### src/rtl/onehot_encoder_seq.sv
// onehot_encoder_seq: turns a request vector into a stream of set-bit indices,
// one per valid/ready beat; an all-zero vector yields a single error beat.
module onehot_encoder_seq #(
  parameter int WIDTH     = 16,
  parameter int CODE_W    = 4,
  parameter bit LSB_FIRST = 1'b1
) (
  input  logic              clk,
  input  logic              rst,
  input  logic              in_valid,
  output logic              in_ready,
  input  logic [WIDTH-1:0]  in_vec,
  output logic              out_valid,
  input  logic              out_ready,
  output logic [CODE_W-1:0] out_code,
  output logic              out_last,
  output logic              out_err,
  output logic              busy
);

  typedef enum logic [1:0] {
    IDLE  = 2'd0,
    EMIT  = 2'd1,
    EMPTY = 2'd2
  } state_t;

  state_t            state_q, state_d;
  logic [WIDTH-1:0]  pend_q, pend_d;
  logic [CODE_W-1:0] sel_idx;
  logic [WIDTH-1:0]  sel_oh;
  logic              single;
  logic              emit, empty;

  // Last match in scan order wins, so scan away from the preferred end.
  always_comb begin
    sel_idx = '0;
    sel_oh  = '0;
    if (LSB_FIRST) begin
      for (int i = WIDTH - 1; i >= 0; i--) begin
        if (pend_q[i]) begin
          sel_idx   = CODE_W'(i);
          sel_oh    = '0;
          sel_oh[i] = 1'b1;
        end
      end
    end else begin
      for (int i = 0; i < WIDTH; i++) begin
        if (pend_q[i]) begin
          sel_idx   = CODE_W'(i);
          sel_oh    = '0;
          sel_oh[i] = 1'b1;
        end
      end
    end
  end

  assign single = (pend_q & (pend_q - WIDTH'(1))) == '0;

  // Outputs are masked by rst so nothing leaks while reset is held.
  assign emit      = (state_q == EMIT) && !rst;
  assign empty     = (state_q == EMPTY) && !rst;
  assign in_ready  = (state_q == IDLE) && !rst;
  assign out_valid = emit || empty;
  assign busy      = emit || empty;
  assign out_code  = emit ? sel_idx : '0;
  assign out_last  = (emit && single) || empty;
  assign out_err   = empty;

  always_comb begin
    state_d = state_q;
    pend_d  = pend_q;
    unique case (state_q)
      IDLE: begin
        if (in_valid) begin
          pend_d  = in_vec;
          state_d = (|in_vec) ? EMIT : EMPTY;
        end
      end
      EMIT: begin
        if (out_ready) begin
          pend_d = pend_q & ~sel_oh;
          if (single) state_d = IDLE;
        end
      end
      EMPTY: begin
        if (out_ready) state_d = IDLE;
      end
      default: begin
        state_d = IDLE;
        pend_d  = '0;
      end
    endcase
  end

  always_ff @(posedge clk) begin
    if (rst) begin
      state_q <= IDLE;
      pend_q  <= '0;
    end else begin
      state_q <= state_d;
      pend_q  <= pend_d;
    end
  end

endmodule

### config.mk
export PLATFORM = sky130hd
export DESIGN_NAME = onehot_encoder_seq
export DESIGN_NICKNAME = d
export VERILOG_FILES = /design/src/rtl/onehot_encoder_seq.sv
export SDC_FILE = /design/constraint.sdc
export NUM_CORES = 1
export LEC_CHECK = 0
export ABC_CLOCK_PERIOD_IN_PS = 6000
export CAP_MARGIN = 20
export CORE_ASPECT_RATIO = 0.9
export CORE_MARGIN = 5
export CORE_UTILIZATION = 53
export DETAILED_ROUTE_END_ITERATION = 6
export PLACE_DENSITY = 0.84
export SLEW_MARGIN = 0
export SYNTH_ARGS = -nofsm -noshare
export SYNTH_HDL_FRONTEND = slang
export SYNTH_SLANG_ARGS = --single-unit
### constraint.sdc
create_clock -name clk -period 6 [get_ports clk]
set_input_delay 1.2 -clock clk [delete_from_list [all_inputs] [get_ports clk]]
set_output_delay 1.2 -clock clk [all_outputs]
set_load 0.01 [all_outputs]
* Word-level counts from Yosys, hierarchy flattened *
Index checks and enable logic that the tools add are counted.

storage, ports and cells
  memory bits (writable) = 0
  memories = 0
  bits in latches = 0
  bits in read-only memories = 0
  flip-flop bits (word level) = 18

cells by class
  shift operators = 0
  reductions and logical operators = 12
  divide/modulo/power cells = 0
  $lt $le $gt $ge = 0
  eq/ne operators = 6
  add/sub/neg operators = 1
  multipliers = 0
  bitwise logic cells = 4
  muxes and demuxes = 42

operators by type and width
  cell                   count
  $mux 16                18
  $mux 4                 17
  $pmux 16 s3            1
  $and 16x16->16         2
  $logic_not 16->1       1
  $not 16->16            1
  $reduce_or 16->1       1
  $sub 16x1->16 const B  1
  $mux 2                 5
  $ne 2x2->1 const B     4
  $pmux 2 s3             1
  $logic_and 1x1->1      4
  $reduce_and 4->1       1
  $reduce_and 3->1       1
  $eq 2x1->1 const B     1
  $eq 2x2->1 const B     1
  $logic_not 2->1        1
  $logic_or 1x1->1       2
  $logic_not 1->1        1
  $not 1->1              1

* Depth between registers and ports, before layout *
Gate-level depths: netlist of run 1.

  depth in word-level cells = 20
  gate-level depth with buffers = 10
  mapped depth without buffers = 6

* Least setup slack after synthesis of run 1 *
OpenSTA, ideal clock, no wires.

  path type = input port to output port
  start point = in rst
  end point = out out_code[0]
  arrival = 1939 ps
  required time = 4800 ps
  stages = 4
  path slack = 2861 ps
  buffers on the path = 0
  cell sequence = nor2_1 > nand2_1 > a2111oi_0 > a311o_1

between the ends
  cells in the longest elaborated chain, start to end = 3

ends and longest elaborated chain
  element            line  source
  start, declared    9     input logic rst,
  $logic_not 1->1    60    assign emit = (state_q == EMIT) && !rst;
  $logic_and 1x1->1  60
  $mux 4             65    assign out_code = emit ? sel_idx : '0;
  end, declared      15    output logic [CODE_W-1:0] out_code,

Every way passes these cells.

* Worst setup path in the final report of run 1 *
Ends and elaborated chain as after synthesis.

==> key figures, run 1 <==
Run status
  • Outcome: finished clean

Final layout
  • Share of post-route cells with drive strength above 1: 0.0573
  • Final core area utilization: 0.688
  • Number of antenna diodes: 0
  • Area growth, synth to finish: 21.0%
  • Net total in the final layout: 214
  • Final std cell area, no fill: roughly 1500 µm²

Clocking
  • Clock slew at the register clock pins of the worst setup and hold paths: about 0.1 ns
  • CTS tree: done
  • Clock buffers created by TritonCTS: 3
  • Clk sinks: 18
  • Maximum buffer depth of the clock tree: 2
  • CTS hold repair buffers: 0
  • Clock insertion delay at the later pin of the skew report: 0.31 ns
  • Count of buffers added by post-CTS timing repair for setup: 0
  • Depth of the CTS H-tree: 1
  • CTS root buf: sky130_fd_sc_hd__clkbuf_4
  • Post_cts resized: 0

Setup path
  • Endpoint type of the worst setup path: output pin
  • Reg-to-Reg Start: state_q[1]
  • Critical-path maximum fanout: 23
  • Worst setup path start: rst
  • Type of the worst setup path: input pin to output pin
  • Required time at the endpoint of the critical path: 4.80 ns
  • Crit Reg-Reg Endpoint: pend_q[1]
  • Critical path, cell by cell: clkdlybuf4s50_1 > buf_4 > nor2_1 > nand2_1 > a2111oi_0 > a311o_1 > clkdlybuf4s50_1
  • Worst R2R Setup Slack: 3.61 ns
  • Arrival @ worst endpoint: about 3.4 ns
  • Stage delay of the slowest cell on the critical path: around 0.53 ns
  • Crit-path most repeated cell: sky130_fd_sc_hd__clkdlybuf4s50_1
  • Worst r2r path cells: 6
  • Category of the worst setup path launch point: input pin
  • Critical-path top delay cell: sky130_fd_sc_hd__clkdlybuf4s50_1

Die
  • Cell row count: 16
  • Die outline height: between 50 and 60 µm
  • I/O pin count: 29
  • Chip width: between 60 and 70 µm
  • Initial cell density of the core: 0.569
  • Overall die area: about 3500 µm²
  • Core footprint: roughly 2200 µm²

Yosys
  • Yosys warning total: 0
  • Most used standard cells in the synthesized netlist: sky130_fd_sc_hd__nor2_1, sky130_fd_sc_hd__nand2_1, sky130_fd_sc_hd__dfxtp_1
  • Mapped cell area: 1260 µm²
  • Post-synth EDFFs: 0
  • Total nets after synthesis: around 200
  • Async set or reset register ratio after synthesis: 0
  • Most common cell in the synthesized netlist: sky130_fd_sc_hd__nor2_1
  • Cell accounting for the most synthesized area: sky130_fd_sc_hd__dfxtp_1
  • Mean instance size in the synthesized netlist: 7.18 µm²
  • Yosys reg bits: 18
  • Top cells by area in the synthesized netlist: sky130_fd_sc_hd__dfxtp_1, sky130_fd_sc_hd__a22oi_1, sky130_fd_sc_hd__nor2_1
  • Post-synth cell types: 44
  • Area share of the leading cell type in the synthesized netlist: 0.285
  • Part of the Yosys area used for sequential elements: 0.285
  • Main flop type after synthesis: sky130_fd_sc_hd__dfxtp_1
  • Post-synthesis cell count: roughly 180

Route
  • DRC marker count from the first detailed-route iteration: 167
  • Post-route DRC: 0
  • Post-detailed-route via-to-cell ratio: 6.58
  • Drt pass-1 iters: 5
  • Number of nets still failing antenna checks after routing: 0
  • Routed WL per cell: ~17 µm
  • Vias: approximately 1,400
  • Sum of routed wire length over all layers: 3830 µm

STA
  • F_max: between 200 and 250 MHz
  • Max Slew Vio Count: 0
  • Worst Skew: 0.00499 ns
  • Final hold viol count: 0
  • Post-route fraction of the period consumed by the critical path: 0.760
  • Worst max-slew margin expressed relative to the limit: 0.550
  • Worst Hold Slack: around 0.6 ns
  • Final worst-path setup slack: around 1.4 ns
  • RSZ-0062 raised after global routing: no
  • Setup total negative slack: 0 ns
  • Final critical delay including setup and external delays: about 4.6 ns
  • Final setup fails: 0
  • Measured slew at the worst slew-check pin: 0.674 ns

GRT
  • Antenna violations before repair: 0
  • Global-route wire length before repair: approximately 6300 µm
  • Maximum number of pins on one net before global-route repair: 24
  • Final global-route overflow total: 0
  • Number of global-route vias before repair: 1,346
  • GRT Util Overall: 0.238

Placement
  • Dpl hpwl: between 2000 and 3000 µm
  • Post-placement cell area: ~1500 µm²
  • Total of buffers placed on input and output ports: 28
  • Routability-driven placement congestion ratio: between 0.9 and 1
  • Placement Setup Slack: ~1.5 ns

Job
  • Maxcap violations: 0

Worst hold path
  • Type of the most critical hold path: flop to flop
  • WHS Endpoint: pend_q[11]
  • Number of cells on the worst hold path: 3
  • Critical hold path startpoint: pend_q[11]

Pwr
  • IR Drop Worst-Case VDD: between 0.15 and 0.2 mV
  • Leakage power: about 0.00054 µW
  • Power density over cell area: roughly 210 nW/µm²
==> final cells by class <==
cell class                 count  area (µm²)
clock buffer                   3        22.5
timing repair buffer          29         288
sequential                    18         360
inverter                       4        15.0
tap                           27        33.8
fill                         192         693
multi-input combinational    138         810
==> routing by layer <==
metal  part of all wire  vias up  global-route usage
li1                   -      689                   -
met1               0.43      660               0.319
met2               0.47       86               0.350
met3              0.093        7              0.0665
met4              0.014        0               0.100
met5                  0        -                   0
==> layout by cell type (no fill, tap or decap), types with 2 or more instances in the layout <==
master                            instances
sky130_fd_sc_hd__inv_1                    4
sky130_fd_sc_hd__a21oi_1                  9
sky130_fd_sc_hd__a211oi_1                 3
sky130_fd_sc_hd__o21ai_0                 13
sky130_fd_sc_hd__nor3b_1                  3
sky130_fd_sc_hd__o211ai_1                 2
sky130_fd_sc_hd__a2111oi_0                2
sky130_fd_sc_hd__dfxtp_1                 18
sky130_fd_sc_hd__a22oi_1                 13
sky130_fd_sc_hd__nor2_1                  25
sky130_fd_sc_hd__nand4_1                  2
sky130_fd_sc_hd__nand3_1                  3
sky130_fd_sc_hd__nand2_1                 19
sky130_fd_sc_hd__clkdlybuf4s50_1         28
sky130_fd_sc_hd__or2_2                    3
sky130_fd_sc_hd__nor3_1                   7
sky130_fd_sc_hd__clkbuf_4                 3
sky130_fd_sc_hd__nand2b_1                 4
sky130_fd_sc_hd__nor4_1                   8
sky130_fd_sc_hd__nor2b_1                  2
==> critical path, delay by kind of cell <==
| family | cells | cell delay [ns] |
|---|---|---|
| buffers and inverters | 3 | 1.14 |
| and+or+nand+nor | 2 | 0.40 |
| AOI/OAI and AO/OA | 2 | 0.61 |
==> state kept, by name, indices dropped and copies added (netlist names) <==
register  flops
state_q       2
pend_q       16
==> per-stage QoR <==
step,cells,power [µW]
after floorplan,176,224
after global routing,219,347
after global placement,216,259
after CTS,219,325
final,219,328
after detailed placement,216,262
==> cells by family (layout without fill, tap and decap cells) <==
| kind of cell | Yosys count | after routing | synth area share |
|---|---|---|---|
| muxes | 1 | 1 | 0.00792 |
| DFF | 18 | 18 | 0.285 |
| buffers and inverters | 20 | 36 | 0.0742 |
| and+or+nand+nor | 82 | 82 | 0.333 |
| AOI/OAI and AO/OA | 55 | 55 | 0.300 |
==> worst max-delay path by stage <==
| stage | cells after the start | end | slack [ns] |
|---|---|---|---|
| after CTS | 7 | out_code[0] | 1.48 |
| after floorplan | 4 | out_code[0] | 2.86 |
| after detailed placement | 7 | out_code[0] | 1.47 |
| final | 7 | out_code[0] | 1.44 |
| after global placement | 7 | out_code[0] | 1.69 |
| after global routing | 7 | out_code[0] | 1.24 |
==> where the power goes <==
| part | internal [µW] | total (µW) | leakage (µW) | switching (µW) |
|---|---|---|---|---|
| Clock | 23.6 | 63.9 | 0.0000138 | 40.4 |
| Combinational | 55.2 | 119 | 0.000381 | 63.4 |
| Sequential | 128 | 146 | 0.000148 | 17.9 |
| Total | 206 | 328 | 0.000543 | 122 |
Power figures use the tool's default switching activity.
==> run 2: changes to the inputs <==
--- a/config.mk
+++ b/config.mk
@@ -5,13 +5,13 @@
 export SDC_FILE = /design/constraint.sdc
 export NUM_CORES = 1
 export LEC_CHECK = 0
-export ABC_CLOCK_PERIOD_IN_PS = 6000
+export ABC_CLOCK_PERIOD_IN_PS = 4200
 export CAP_MARGIN = 20
 export CORE_ASPECT_RATIO = 0.9
 export CORE_MARGIN = 5
-export CORE_UTILIZATION = 53
+export CORE_UTILIZATION = 49
 export DETAILED_ROUTE_END_ITERATION = 6
-export PLACE_DENSITY = 0.84
+export PLACE_DENSITY = 0.78
 export SLEW_MARGIN = 0
 export SYNTH_ARGS = -nofsm -noshare
 export SYNTH_HDL_FRONTEND = slang
==> constraint.sdc (replaced) <==
create_clock -name clk -period 4.2 [get_ports clk]
set_input_delay 0.84 -clock clk [delete_from_list [all_inputs] [get_ports clk]]
set_output_delay 0.84 -clock clk [all_outputs]
set_load 0.01 [all_outputs]
==> run 2 against run 1 <==
Against the previous run:
- sequential share of layout area is 0.23 points lower
- sequential power rose by 42%
- worst setup slack got worse by 0.79 ns
- core utilization decreased by 6.2 points
- die area rose by 6.7%
- sequential cell count unchanged
- first-iteration DRC count grew 7.8%
- count of clock-buffer cells in the layout increased by 1
- clock power increased by 74%
- routed wire length down 0.44%
- largest power group unchanged
==> key figures, run 2 (synthesized netlist as in run 1, its figures left out) <==
STA
  • Worst Hold Slack: 0.619 ns (was 0.616 ns)
  • RSZ-0062 raised after global routing: no (unchanged)
  • Max Slew Vio Count: 0 (unchanged)
  • Worst Skew: 0.00534 ns (was 0.00499 ns)
  • Post-route fraction of the period consumed by the critical path: 0.845
  • Setup total negative slack: 0 ns (unchanged)
  • Final setup fails: 0 (unchanged)
  • Worst max-slew margin expressed relative to the limit: 0.547 (was 0.550)
  • Final critical delay including setup and external delays: about 3.5 ns
  • Final hold viol count: 0 (unchanged)
  • Measured slew at the worst slew-check pin: 0.678 ns (was 0.674 ns)
  • F_max: ~280 MHz

Clocking
  • Depth of the CTS H-tree: 1 (unchanged)
  • Clock buffers created by TritonCTS: 3 (unchanged)
  • Post_cts resized: 0 (unchanged)
  • CTS root buf: sky130_fd_sc_hd__clkbuf_4 (unchanged)
  • Clk sinks: 18 (unchanged)
  • Maximum buffer depth of the clock tree: 2 (unchanged)
  • CTS tree: done (unchanged)
  • Clock slew at the register clock pins of the worst setup and hold paths: 0.11 ns (was 0.10 ns)
  • CTS hold repair buffers: 0 (unchanged)
  • Count of buffers added by post-CTS timing repair for setup: 0 (unchanged)
  • Clock insertion delay at the later pin of the skew report: 0.31 ns (about the same)

Placement
  • Dpl hpwl: 2780 µm (was 2710 µm)
  • Routability-driven placement congestion ratio: 0.883 (was 0.980)
  • Total of buffers placed on input and output ports: 28 (unchanged)

Job
  • Maxcap violations: 0 (unchanged)

Final layout
  • Reg with most FFs: pend_q (unchanged)
  • Area growth, synth to finish: 22.2% (was 21.0%)
  • Net total in the final layout: 214 (unchanged)
  • Largest registers in the final layout: pend_q (16), state_q (2) (unchanged)
  • Commonest cells after routing, fill and taps aside: sky130_fd_sc_hd__clkdlybuf4s50_1, sky130_fd_sc_hd__nor2_1, sky130_fd_sc_hd__nand2_1 (unchanged)
  • Flip-flop count of the largest register after layout: 16 (unchanged)
  • Number of antenna diodes: 0 (unchanged)
  • Most common cell after layout, fill and taps aside: sky130_fd_sc_hd__clkdlybuf4s50_1 (unchanged)
  • Filler instances: 230 (was 192)
  • Share of post-route cells with drive strength above 1: 0.0622 (was 0.0573)

Die
  • Chip width: 63.5 µm (was 61.5 µm)
  • Overall die area: 3700 µm² (was 3460 µm²)
  • Die outline height: 58.2 µm (was 56.3 µm)
  • Core footprint: 2470 µm² (was 2220 µm²)
  • Initial cell density of the core: 0.512 (was 0.569)
  • Cell row count: 17 (was 16)
  • I/O pin count: 29 (unchanged)

Route
  • Sum of routed wire length over all layers: 3810 µm (was 3830 µm)
  • Vias: 1,413 (was 1,442)
  • Number of nets still failing antenna checks after routing: 0 (unchanged)
  • Drt pass-1 iters: 4 (was 5)
  • DRC marker count from the first detailed-route iteration: 180 (was 167)
  • Post-detailed-route via-to-cell ratio: 6.39 (was 6.58)
  • Post-route DRC: 0 (unchanged)
  • Routed WL per cell: 17.2 µm (was 17.5 µm)

Pwr
  • IR Drop Worst-Case VDD: 0.232 mV (was 0.182 mV)
  • Power density over cell area: 316 nW/µm² (was 215 nW/µm²)
  • Leakage power: 0.000550 µW (was 0.000543 µW)

Setup path
  • Category of the worst setup path launch point: flop (was input pin)
  • Endpoint type of the worst setup path: output pin (unchanged)
  • Arrival @ worst endpoint: 2.71 ns (was 3.36 ns)
  • Critical-path maximum fanout: 7 (was 23)
  • Type of the worst setup path: flop to output pin (was input pin to output pin)
  • Required time at the endpoint of the critical path: 3.36 ns (was 4.80 ns)

Worst hold path
  • Type of the most critical hold path: flop to flop (unchanged)

GRT
  • Number of global-route vias before repair: 1,315 (was 1,346)
  • Maximum number of pins on one net before global-route repair: 23 (was 24)
  • Global-route wire length before repair: 6350 µm (was 6340 µm)
  • Antenna violations before repair: 0 (unchanged)
  • Final global-route overflow total: 0 (unchanged)
  • GRT Util Overall: 0.215 (was 0.238)

Run status
  • Outcome: finished clean (unchanged)
[run 2: cell types whose count changed in the layout (fill, tap and decap cells not counted), sizes merged]
| cell | change |
|---|---|
| clkbuf | +1 |
[run 2: power by group]
group	internal (µW)	total (µW)	switching (µW)
Sequential	182	207	24.7
Combinational	78.9	170	90.8
Clock	53.0	111	57.7
[run 2: critical path, cell delays in order, from the launching register on]
cell and delay [ns]:
sky130_fd_sc_hd__dfxtp_1 0.39, sky130_fd_sc_hd__nor4_1 0.57, sky130_fd_sc_hd__nand3_1 0.26, sky130_fd_sc_hd__nor3_1 0.31
sky130_fd_sc_hd__o31a_2 0.20, sky130_fd_sc_hd__a31o_2 0.15, sky130_fd_sc_hd__clkdlybuf4s50_1 0.53
[run 2: worst paths after layout]
kind	slack, ns	startpoint	end	cells after the start
worst max-delay path	0.65	pend_q[8]	out_last	6
worst min-delay path	0.62	pend_q[11]	pend_q[11]	3
worst max register to register	1.88	state_q[1]	pend_q[3]	6
worst min register to register	0.62	pend_q[11]	pend_q[11]	3
[run 2: per-layer routing]
layer  routed length (µm)  share of wire  track usage  vias up
met3                  316          0.083       0.0543       10
met5                    0              0            0        -
met4                   87          0.023       0.0742        0
met1                 1650           0.43        0.298      642
met2                 1750           0.46        0.325       75
li1                     -              -            -      686
[run 2: final cells by class]
class,count,area [µm²],share of cell area
clock buffers,4,36.3,0.0235
inverters,4,15.0,0.00972
multi-input cells,138,810,0.524
flip-flops and latches,18,360,0.233
well taps,28,35.0,0.0227
repair buffers,29,288,0.186
[run 2: per-stage QoR]
step                setup slack (ns)  cell area [µm²]  total power (µW)  utilization  instances
floorplan                       1.75             1260               321            -        176
global placement               0.737             1510               371        0.611        217
detailed placement             0.665             1510               376        0.611        217
CTS                            0.664             1540               485        0.626        221
global route                   0.493             1540               517        0.626        221
finish                         0.653             1540               488        0.626        221
==> run 3: changes to the inputs <==
--- a/config.mk
+++ b/config.mk
@@ -5,13 +5,13 @@
 export SDC_FILE = /design/constraint.sdc
 export NUM_CORES = 1
 export LEC_CHECK = 0
-export ABC_CLOCK_PERIOD_IN_PS = 4200
+export ABC_CLOCK_PERIOD_IN_PS = 3260
 export CAP_MARGIN = 20
 export CORE_ASPECT_RATIO = 0.9
 export CORE_MARGIN = 5
-export CORE_UTILIZATION = 49
+export CORE_UTILIZATION = 45
 export DETAILED_ROUTE_END_ITERATION = 6
-export PLACE_DENSITY = 0.78
+export PLACE_DENSITY = 0.76
 export SLEW_MARGIN = 0
 export SYNTH_ARGS = -nofsm -noshare
 export SYNTH_HDL_FRONTEND = slang
==> constraint.sdc (replaced) <==
create_clock -name clk -period 3.26 [get_ports clk]
set_input_delay 0.652 -clock clk [delete_from_list [all_inputs] [get_ports clk]]
set_output_delay 0.652 -clock clk [all_outputs]
set_load 0.01 [all_outputs]
==> run 3 against run 2 <==
Against the previous run:
- routed wire length increased by 5.5%
- clock skew fell by 0.0039 ns
- highest routed layer unchanged
- clock power up 30%
- sequential power up 30%
- critical path type is now input pin to output pin
- sequential share of layout area down 1.3 points
- die area grew 7.4%
- hold slack got worse by 0.021 ns
==> key figures, run 3 (synthesized netlist as in run 1, its figures left out) <==
Job
  • Maxcap violations: 0 (unchanged)

Setup path
  • Endpoint type of the worst setup path: output pin (unchanged)
  • Reg-to-Reg Start: state_q[1] (unchanged)
  • Crit Reg-Reg Endpoint: pend_q[10] (was pend_q[3])
  • Arrival @ worst endpoint: 2.38 ns (was 2.71 ns)
  • Required time at the endpoint of the critical path: 2.61 ns (was 3.36 ns)
  • Worst r2r path cells: 7 (was 6)
  • Category of the worst setup path launch point: input pin (was flop)
  • Type of the worst setup path: input pin to output pin (was flop to output pin)
  • Worst R2R Setup Slack: 1.20 ns (was 1.88 ns)
  • Critical-path maximum fanout: 4 (was 7)

Placement
  • Placement Setup Slack: 0.222 ns (was 0.665 ns)
  • Cell total after placement: 235 (was 217)
  • Dpl hpwl: 2850 µm (was 2780 µm)
  • Routability-driven placement congestion ratio: 0.927 (was 0.883)
  • Total of buffers placed on input and output ports: 28 (unchanged)
  • Post-placement cell area: 1570 µm² (was 1510 µm²)

Final layout
  • Commonest cells after routing, fill and taps aside: sky130_fd_sc_hd__clkdlybuf4s50_1, sky130_fd_sc_hd__nor2_1, sky130_fd_sc_hd__nand2_1 (unchanged)
  • Final std cell area, no fill: 1680 µm² (was 1540 µm²)
  • Most common cell after layout, fill and taps aside: sky130_fd_sc_hd__clkdlybuf4s50_1 (unchanged)
  • Number of standard cells in the layout, taps in and fillers out: 242 (was 221)
  • Flip-flop count of the largest register after layout: 16 (unchanged)
  • Net total in the final layout: 223 (was 214)
  • Number of antenna diodes: 0 (unchanged)
  • Reg with most FFs: pend_q (unchanged)
  • Area growth, synth to finish: 33.0% (was 22.2%)
  • Final core area utilization: 0.617 (was 0.626)
  • Share of post-route cells with drive strength above 1: 0.153 (was 0.0622)
  • Largest registers in the final layout: pend_q (16), state_q (2) (unchanged)
  • Filler instances: 252 (was 230)

GRT
  • Final global-route overflow total: 0 (unchanged)
  • Global-route wire length before repair: 6400 µm (was 6350 µm)
  • Number of global-route vias before repair: 1,366 (was 1,315)
  • Antenna violations before repair: 0 (unchanged)
  • GRT Util Overall: 0.213 (was 0.215)
  • Maximum number of pins on one net before global-route repair: 23 (unchanged)

STA
  • Final setup fails: 0 (unchanged)
  • Post-route fraction of the period consumed by the critical path: 0.929
  • Max Slew Vio Count: 0 (unchanged)
  • Worst max-slew margin expressed relative to the limit: 0.556 (was 0.547)
  • Worst Skew: 0.00143 ns (was 0.00534 ns)
  • Final hold viol count: 0 (unchanged)
  • Measured slew at the worst slew-check pin: 0.666 ns (was 0.678 ns)
  • Final critical delay including setup and external delays: roughly 3 ns
  • Final worst-path setup slack: 0.230 ns (was 0.653 ns)
  • F_max: 330 MHz
  • Setup total negative slack: 0 ns (unchanged)
  • RSZ-0062 raised after global routing: no (unchanged)

Die
  • I/O pin count: 29 (unchanged)
  • Cell row count: 18 (was 17)
  • Die outline height: 60.3 µm (was 58.2 µm)
  • Initial cell density of the core: 0.464 (was 0.512)
  • Chip width: 65.9 µm (was 63.5 µm)
  • Core footprint: 2730 µm² (was 2470 µm²)
  • Overall die area: 3970 µm² (was 3700 µm²)

Route
  • Post-route DRC: 0 (unchanged)
  • Number of nets still failing antenna checks after routing: 0 (unchanged)
  • Sum of routed wire length over all layers: 4020 µm (was 3810 µm)
  • Routed WL per cell: 16.6 µm (was 17.2 µm)
  • Post-detailed-route via-to-cell ratio: 6.13 (was 6.39)
  • DRC marker count from the first detailed-route iteration: 141 (was 180)
  • Drt pass-1 iters: 5 (was 4)
  • Vias: 1,484 (was 1,413)

Clocking
  • Clk sinks: 18 (unchanged)
  • Maximum buffer depth of the clock tree: 2 (unchanged)
  • Clock insertion delay at the later pin of the skew report: 0.31 ns (about the same)
  • Clock buffers created by TritonCTS: 3 (unchanged)
  • CTS hold repair buffers: 0 (unchanged)
  • CTS root buf: sky130_fd_sc_hd__clkbuf_4 (unchanged)
  • Depth of the CTS H-tree: 1 (unchanged)
  • CTS tree: done (unchanged)
  • Clock slew at the register clock pins of the worst setup and hold paths: 0.11 ns (about the same)

Worst hold path
  • Critical hold path startpoint: pend_q[9] (was pend_q[11])
  • WHS Endpoint: pend_q[9] (was pend_q[11])
  • Number of cells on the worst hold path: 2 (was 3)
  • Type of the most critical hold path: flop to flop (unchanged)

Pwr
  • IR Drop Worst-Case VDD: 0.262 mV (was 0.232 mV)
  • Power density over cell area: 395 nW/µm² (was 316 nW/µm²)
  • Leakage power: 0.000628 µW (was 0.000550 µW)

Run status
  • Outcome: finished clean (unchanged)
run 3: changes by cell type in the layout (fill, tap and decap cells not counted), sizes merged:
cell           delta
buf               +9
dlymetal6s2s      +1
clkdlybuf4s50     -1
run 3: layout make-up:
type | instances | area (µm²) | share of cell area
flip-flops and latches | 18 | 370 | 0.220
well taps | 40 | 50.0 | 0.0298
multi-input cells | 138 | 851 | 0.506
inverters | 4 | 15.0 | 0.00894
clock buffers | 4 | 36.3 | 0.0216
repair buffers | 38 | 358 | 0.213
run 3: worst max path at each step:
stage,slack [ns],endpoint,startpoint
2_1_floorplan,1.0,out_code[3],pend_q[5]
3_3_place_gp,0.24,out_code[0],rst
3_5_place_dp,0.22,out_code[0],rst
4_1_cts,0.05,out_last,pend_q[1]
5_1_grt,0.11,out_code[0],rst
6_report,0.23,out_code[0],rst
run 3: repair_timing:
item,4_1_cts,5_1_grt
pin swaps,1,3
setup endpoints to repair,1,1
resized for setup,2,12
buffers inserted,2,1
run 3: report_power, final:
| group | leakage [µW] | total [µW] | internal (µW) | switching (µW) |
|---|---|---|---|---|
| clock | 0.0000210 | 144 | 68.3 | 75.9 |
| sequential | 0.000150 | 269 | 236 | 33.4 |
| combinational | 0.000457 | 250 | 124 | 126 |
| total | 0.000628 | 664 | 428 | 235 |
run 3: worst max-delay path, stage by stage:
cell and delay, ns:
sky130_fd_sc_hd__clkdlybuf4s50_1 0.43, sky130_fd_sc_hd__nor2_1 0.15, sky130_fd_sc_hd__nand2_1 0.13, sky130_fd_sc_hd__a2111oi_0 0.29, sky130_fd_sc_hd__a311o_1 0.19, sky130_fd_sc_hd__clkdlybuf4s50_1 0.53
run 3: metrics by stage:
step,total power [µW],hold slack (ns)
finish,664,0.598
global route,706,0.641
CTS,650,0.604
detailed placement,495,0.575
global placement,491,0.572
floorplan,413,0.521
run 3: metal layers:
| layer | global-route usage | part of all wire | vias up |
|---|---|---|---|
| met5 | 0 | 0 | - |
| met4 | 0.107 | 0.038 | 0 |
| met3 | 0.0526 | 0.071 | 17 |
| met2 | 0.331 | 0.45 | 68 |
| met1 | 0.273 | 0.44 | 698 |
| li1 | - | - | 701 |
==> variant (config.mk and constraints of run 3) <==
Reset style: asynchronous (`rst`), changed in one clocked block.
--- a/src/rtl/onehot_encoder_seq.sv
+++ b/src/rtl/onehot_encoder_seq.sv
@@ -94,3 +94,3 @@
 
-  always_ff @(posedge clk) begin
+  always_ff @(posedge clk or posedge rst) begin
     if (rst) begin
Formal check against the unedited RTL: same outputs for any inputs over 4 cycles, from zero or initial values and one cycle with rst high; that may be too few to reach the edited logic, so the function may still have changed.
==> variant against run 3 <==
Die area increased by 3.6%. Sequential share of layout area increased by 4.9 points. Utilization decreased by 1.0 points. Sequential cell count unchanged. Area after synthesis increased by 4.3%. Non-clock buffer count decreased by 3. Worst setup slack improved by 0.029 ns. Final area about the same. Register-to-register slack improved by 0.19 ns. Wire length decreased by 7.1%. Highest routed layer unchanged.
Power is not compared: it rests on default switching activity, and its combinational part moved more than twofold at a synthesized area within 25%.
==> variant: results (changes against run 3) <==
[synthesis]
ys_seq_area_share_pct=34.2  ; +5.7 points
synthAdderAreaFrac_pct=0  ; unchanged
ys_top_cells_by_area=dfrtp_1, o21ai_0, a22o_1
synth.mux.area_fraction_pct=0  ; -0.79 points
synthTopCellsByCount=nor2_1, dfrtp_1, o21ai_0
ys.flop_type=dfrtp_1
synth_compound_area_share_pct=31.0  ; +0.96 points
synth-xor-area-share_pct=0  ; unchanged
syn_nets=180  ; -8.2%
ys_warn_count=0  ; unchanged
synth.distinct_cells=45  ; +2.3%
ys_async_sr_fraction_pct=100  ; +100 points

[global_routing]
grt_pass1_wl_um=6150  ; -4.0%
first_global_vias=1270  ; -7.0%
grt_max_degree=19  ; -17%
grtUsageTotal_pct=20.3  ; -0.97 points

[critical_path]
cp_slowest_stage_delay_ns=0.61  ; +0.08 ns
rrSetupSlack_ns=1.39  ; +0.19 ns
r2r-start=state_q[0]$_DFFE_PP0P_
critPathSlowestCell=clkdlybuf4s50_1
cp.arrival_ns=2.35  ; -0.03 ns
cp-startpoint=rst
cp_max_fo=6  ; +2

[power_and_ir_drop]
p_leak_nw=0.741

[finish]
final_layout_size_suffix_gt1_share_pct=13.2  ; -2.1 points
n_antenna_cell=0  ; unchanged
nFillCells=254  ; +0.79%
nets=210  ; -5.8%

[clock_tree]
clk_latency_ns=0.31  ; about the same
clk_pin_slew_ns=0.11  ; about the same
htreeDepth=1  ; unchanged
clock_path_buffers=2  ; unchanged
cts_buffers=3  ; unchanged
cts_root_buf=clkbuf_4

[sta]
worstMarginPinSlew_ns=0.581  ; -0.0854 ns
skew_ns=0.00391  ; +0.00247 ns
hold_ws_ns=0.572  ; -0.0258 ns

[routing]
drt-pass1-iter-count=4  ; -1
drtIter0Drc=127  ; -9.9%
wl_per_cell_um=16.3  ; -1.8%
vias_per_cell=5.80  ; -5.4%

[hold_path]
min_from=pend_q[13]$_DFFE_PP0P_
hp-class=flip-flop to flip-flop

[status]
status=finished, final reports clean

[placed_design]
place_congestion=0.905  ; -2.3%
hpwl_um=2930  ; +2.7%
io_buffers=28  ; unchanged

variant: area by class of cell:
| class | count | area (um^2) | area share, % |
|---|---|---|---|
| well taps | 40 | 50.0 | 2.98 |
| clock buffers | 4 | 36.3 | 2.16 |
| multi-input cells | 122 | 767 | 45.7 |
| inverters | 10 | 37.5 | 2.24 |
| repair buffers | 35 | 335 | 20.0 |
| flip-flops and latches | 18 | 453 | 27.0 |
variant: logic make-up after synthesis:
kind of cell | after synthesis
and+or+nand+nor | 63
AOI/OAI and AO/OA | 59
buffers and inverters | 20
DFF | 18
variant: through the flow:
step	setup WS (ns)	instance area [um^2]	utilization, %	cells	total power (W)
after floorplan	0.606	1320	-	160	0.00103
after global placement	0.284	1630	58.9	224	0.00128
after detailed placement	0.229	1630	58.9	224	0.00129
after CTS	0.0222	1680	60.5	229	0.00146
after global routing	0.108	1680	60.6	229	0.00158
final	0.259	1680	60.6	229	0.00146
variant: worst max-delay path, delay by kind of cell:
kind	cells	cell delay [ns]
compound gates	1	0.41
buf+inv	3	1.14
simple gates	1	0.16
variant: metal layers:
layer	share of wire [%]	global-route usage (%)	vias up
li1	-	-	651
met1	45	28.1	622
met2	47	32.5	54
met3	7.7	5.47	2
met4	0.51	3.47	0
met5	0	0	-
variant: power by group through the flow:
stage / registers (W) / clock network, W / logic (W)
after CTS: 0.000422 / 0.000146 / 0.000887
after global placement: 0.000421 / 0 / 0.000864
after floorplan: 0.000380 / 0 / 0.000651
after detailed placement: 0.000426 / 0 / 0.000867
final: 0.000427 / 0.000145 / 0.000891
after global routing: 0.000441 / 0.000159 / 0.000977
variant: worst paths after layout:
path                                          endpoint  depth (start not counted)
worst max-delay path                       out_code[1]                          5
worst min-delay path            pend_q[13]$_DFFE_PP0P_                          1
worst max register to register   pend_q[9]$_DFFE_PP0P_                          5
worst min register to register  pend_q[13]$_DFFE_PP0P_                          1
max in group asynchronous        pend_q[1]$_DFFE_PP0P_                          3
min in group asynchronous       pend_q[11]$_DFFE_PP0P_                          3
variant: repair_timing:
action	4_1_cts	5_1_grt
gates cloned	0	0
endpoints found under the setup margin	1	1
pin swaps	1	0
resized for setup	2	1
setup buffers	1	0
